[config.mk]
export PLATFORM = sky130hd
export DESIGN_NAME = quad_decoder
export DESIGN_NICKNAME = d
export VERILOG_FILES = /design/src/rtl/quad_decoder.sv
export SDC_FILE = /design/constraint.sdc
export NUM_CORES = 1
export LEC_CHECK = 0
export BUFFER_PORTS_ARGS = -buffer_cell sky130_fd_sc_hd__buf_2
export CORE_UTILIZATION = 49
export CTS_CLUSTER_SIZE = 12
export DETAILED_ROUTE_END_ITERATION = 16
export GPL_TIMING_DRIVEN = 0
export HOLD_SLACK_MARGIN = 0.05
export PLACE_DENSITY = 0.82
export SLEW_MARGIN = 20
export SYNTH_ARGS = -nofsm -noshare
export SYNTH_HDL_FRONTEND = slang
export SYNTH_SLANG_ARGS = --single-unit
export TNS_END_PERCENT = 20
[constraint.sdc]
create_clock -name CLK -period 1.77 [get_ports CLK]
set_clock_uncertainty 0.15 [all_clocks]
set_input_delay 0.2655 -clock CLK [delete_from_list [all_inputs] [get_ports CLK]]
set_output_delay 0.2655 -clock CLK [all_outputs]
set_load 0.05 [all_outputs]
[src/rtl/quad_decoder.sv]
// Quadrature encoder front end: synchronises and deglitches A/B, tracks the Gray-code phase,
// and emits single-cycle count enables plus a direction level for up/down counter chains.
module quad_decoder #(
  parameter int FILT_LEN = 3,
  parameter int MODE     = 4
) (
  input  logic CLK,
  input  logic CS,
  input  logic A,
  input  logic B,
  input  logic ENA,
  input  logic ERR_CLR,
  output logic CNT_EN,
  output logic DNUP,
  output logic ERR,
  output logic VALID
);

  typedef enum logic [2:0] {
    P00  = 3'b000,
    P01  = 3'b001,
    P10  = 3'b010,
    P11  = 3'b011,
    INIT = 3'b100
  } state_t;

  localparam logic [3:0] FILT_CNT = 4'(FILT_LEN);

  logic [1:0] r_sync_p0, r_sync_p1, r_prev_p2;
  logic [3:0] r_cnt, w_cnt_nxt;
  logic       w_diff, w_accept, w_up;
  logic [1:0] w_phase;
  state_t     r_state, w_state_nxt;
  logic       r_cnt_en, r_dnup, r_err;
  logic       w_pulse, w_dnup_nxt, w_err_set;

  // Position along the up sequence P00 -> P10 -> P11 -> P01.
  function automatic logic [1:0] f_pos(input logic [1:0] ph);
    case (ph)
      2'b00:   f_pos = 2'd0;
      2'b10:   f_pos = 2'd1;
      2'b11:   f_pos = 2'd2;
      default: f_pos = 2'd3;
    endcase
  endfunction

  // Only called for single-bit changes, so "B low on both sides" means P00<->P10.
  function automatic logic f_qual(input logic [1:0] from, input logic [1:0] to);
    if (MODE == 1)      f_qual = ~from[0] & ~to[0];
    else if (MODE == 2) f_qual = from[1] ^ to[1];
    else                f_qual = 1'b1;
  endfunction

  function automatic state_t f_state(input logic [1:0] ph);
    case (ph)
      2'b00:   f_state = P00;
      2'b01:   f_state = P01;
      2'b10:   f_state = P10;
      default: f_state = P11;
    endcase
  endfunction

  // Stage p0/p1: two-flop synchroniser; p2: previous filter sample
  always_ff @(posedge CLK) begin
    if (CS) begin
      r_sync_p0 <= 2'b00;
      r_sync_p1 <= 2'b00;
      r_prev_p2 <= 2'b00;
      r_cnt     <= 4'd0;
    end else begin
      r_sync_p0 <= {A, B};
      r_sync_p1 <= r_sync_p0;
      r_prev_p2 <= r_sync_p1;
      r_cnt     <= w_accept ? 4'd0 : w_cnt_nxt;
    end
  end

  // The phase state doubles as the accepted value; INIT counts as "differs from anything".
  always_comb begin
    w_phase   = r_state[1:0];
    w_diff    = (r_state == INIT) || (r_sync_p1 != w_phase);
    w_cnt_nxt = 4'd1;
    if (!w_diff)
      w_cnt_nxt = 4'd0;
    else if ((r_cnt != 4'd0) && (r_sync_p1 == r_prev_p2))
      w_cnt_nxt = r_cnt + 4'd1;
    w_accept  = w_diff && (w_cnt_nxt == FILT_CNT);
  end

  always_comb begin
    w_state_nxt = r_state;
    w_pulse     = 1'b0;
    w_dnup_nxt  = r_dnup;
    w_err_set   = 1'b0;
    w_up        = (f_pos(r_sync_p1) == (f_pos(w_phase) + 2'd1));
    if (w_accept) begin
      w_state_nxt = f_state(r_sync_p1);
      if (r_state != INIT) begin
        if ((r_sync_p1 ^ w_phase) == 2'b11) begin
          w_err_set = 1'b1;
        end else if (f_qual(w_phase, r_sync_p1)) begin
          w_dnup_nxt = ~w_up;
          w_pulse    = ENA;
        end
      end
    end
  end

  // Stage p3: phase state and registered outputs
  always_ff @(posedge CLK) begin
    if (CS) begin
      r_state  <= INIT;
      r_cnt_en <= 1'b0;
      r_dnup   <= 1'b0;
      r_err    <= 1'b0;
    end else begin
      r_state  <= w_state_nxt;
      r_cnt_en <= w_pulse;
      r_dnup   <= w_dnup_nxt;
      r_err    <= w_err_set | (r_err & ~ERR_CLR);
    end
  end

  assign CNT_EN = r_cnt_en;
  assign DNUP   = r_dnup;
  assign ERR    = r_err;
  assign VALID  = (r_state != INIT);

endmodule

==> out/qor.yml <==
start_util: 0.530
cts_tree: "done"
vias: 600
gp_congestion: 0.766
critPathSlowestCell: "dfxtp_4"
critical_path_class: "flip-flop to flip-flop"
diodes: 0
netlist_area_um2: 798
nFillCells: 112
post_dp_cell_area_um2: 866
cp-end-kind: "flip-flop"
post_drt_wl_per_cell_um: 12.2
drt_iter0_markers: 4
seq_area_frac_synth: 0.401
regToRegStartpoint: "r_cnt[0]"
drc: 0
fmax_mhz: 544
area_growth_pct: 28.2
insertion_delay_ns: 0.29
hold_violations: 0
critPathMaxStageDelay_ns: 0.37
fp-row-count: 14
clock_path_buffers: 2
r2r_slack_ns: -0.07
clkSlewWorstSetupHoldPaths_ns: 0.09
antenna_found_initial: 0
clock_tree.root_cell: "clkbuf_4"
die_h_um: 42.4
drv_slew: 0
syn_area_per_cell_um2: 10.2
setup_viol: 3
yosys_warnings: 0
overflow: 0
critPathLaunch: "r_cnt[0]"
portBuffers: 9
dp_hpwl_um: 934
maxCapViolCount: 0
synth_edf_count: 0
fin_ws_ns: -0.0679
violations: "negative setup slack"
ys_seq_elements: 16
synth_nets: 93
grt_max_degree: 11
hold_class: "primary input to flip-flop"
p_total_w: 0.00124
die_w_um: 42.4
cp-start-kind: "flip-flop"
dp.cells: 103
endpoint: "DNUP"
worst_ep_required_time_ns: 1.80
finalCritPeriodShare: 1.04
final_area_um2: 1020
crit_chain: "ha_4, xor2_2, nor4b_4, nand4_2, mux2_4"
numCtsBuffers: 3
cts_sinks: 16
die-area_um2: 1790
grt_pass1_vias: 602
fin_nets: 117
worst_r2r_endpoint: "DNUP"
stdcell_count: 117
crit_arrival_ns: 1.87
crit_path_max_fanout: 4
ff2ff_path_depth: 5
io_pins: 10
netlist_instances: 78
min_period_ns: 1.84
p_leak_nw: 0.455
worst_pin_slew_ns: 0.442
synth_cell_types: 23
power_density_nw_per_um2: 1210
drive_above_1_share: 0.337
relSlewSlack: 0.706
rsz0062_at_grt: "true"
synthArstFlopShare: 0
outcome: "complete, but fails checks"
dp_worst_setup_slack_ns: -0.186
grt_pass1_wl_um: 2520
synth_ff_type: "dfxtp_1"
routed_wl_um: 1430
core-area_um2: 1510
first_pass_iters: 4
antenna_left: 0
ir_worst_vdd_mv: 1.06
viasPerCell: 5.13
grtUsageTotal: 0.185
cts_htree_levels: 1
[layout by cell type (no fill, tap or decap), types with 2 or more instances in the layout]
master / instances
a21oi_1: 4
nand3_1: 2
nor2_1: 9
buf_2: 8
ha_1: 8
dlygate4sd3_1: 2
xor2_1: 4
nor2b_1: 6
a41o_2: 2
clkbuf_4: 3
xnor2_1: 4
dfxtp_1: 14
buf_4: 8
inv_1: 6
[cell families (layout without fill, tap and decap cells)]
| logic type | count (synthesis) | after routing | synth area share |
|---|---|---|---|
| fa+ha+maj | 9 | 9 | 0.141 |
| xor+xnor | 9 | 9 | 0.0987 |
| simple gates | 27 | 27 | 0.213 |
| mux | 1 | 1 | 0.0188 |
| compound gates | 9 | 9 | 0.0940 |
| buf+inv | 7 | 30 | 0.0329 |
| flops | 16 | 16 | 0.401 |
[layer usage]
metal	track usage	part of all wire	vias up
li1	-	-	306
met1	0.231	0.45	277
met2	0.317	0.50	12
met3	0.0259	0.024	5
met4	0.0750	0.017	0
met5	0	0	-
[per-stage QoR]
step	setup TNS, ns	hold WS [ns]	util
after CTS	-0.173	0.0750	0.658
after detailed placement	-0.296	0.281	0.575
final	-0.107	0.0664	0.679
after floorplan	-0.0482	0.244	-
after global placement	-0.209	0.269	0.575
after global routing	-0.475	0.0768	0.679
[Yosys cell counts, types with 2 or more instances]
library cell   n  area, um^2
ha_1           9         113
nor2_1         9        33.8
a41o_2         2        22.5
dfxtp_1       16         320
a21oi_1        4        20.0
nor2b_1        6        37.5
nor3b_1        2        15.0
xnor2_1        4        35.0
nand3_1        3        15.0
xor2_1         5        43.8
inv_1          6        22.5
[flip-flops by register name, indices dropped and copies added (netlist names)]
register	flops
DNUP	1
r_sync_p1	2
r_prev_p2	2
r_sync_p0	2
r_cnt	4
ERR	1
r_state	3
CNT_EN	1
[area by class of cell]
type	instances	area, um^2	area share
clock buffer	4	36.3	0.0355
tap	16	20.0	0.0196
sequential	16	325	0.318
buffer	1	3.75	0.00367
multi-input combinational	55	484	0.473
inverter	6	22.5	0.0220
timing repair buffer	19	131	0.128
[worst min path at each step]
| stage | from | endpoint | cells after the start |
|---|---|---|---|
| CTS | ENA | CNT_EN | 2 |
| global placement | r_sync_p0[1] | r_sync_p1[1] | 1 |
| finish | ENA | CNT_EN | 2 |
| detailed placement | r_sync_p0[0] | r_sync_p1[0] | 1 |
| global route | ENA | CNT_EN | 2 |
| floorplan | B | r_sync_p0[0] | 1 |
[power by group]
part,switching [W],internal [W],total [W]
sequential,0.0000411,0.000404,0.000445
combinational,0.000284,0.000269,0.000553
clock,0.000114,0.000125,0.000239
[critical path: cells and delay by family, from the launching register on]
| family | cells | cell delay, ns |
|---|---|---|
| xor gates and xnor gates | 1 | 0.18 |
| adders and majority gates | 1 | 0.16 |
| DFF | 1 | 0.37 |
| muxes | 1 | 0.32 |
| and+or+nand+nor | 2 | 0.54 |
[what timing repair did]
| action | CTS | global route |
|---|---|---|
| endpoints found under the hold margin | 2 | 0 |
| resized for setup | 7 | 3 |
| pin swaps | 4 | 5 |
| buffers inserted | 5 | 3 |
| endpoints found under the setup margin | 6 | 9 |
| cloned | 0 | 0 |
| hold buffers | 2 | 0 |
Power figures use the tool's default switching activity.
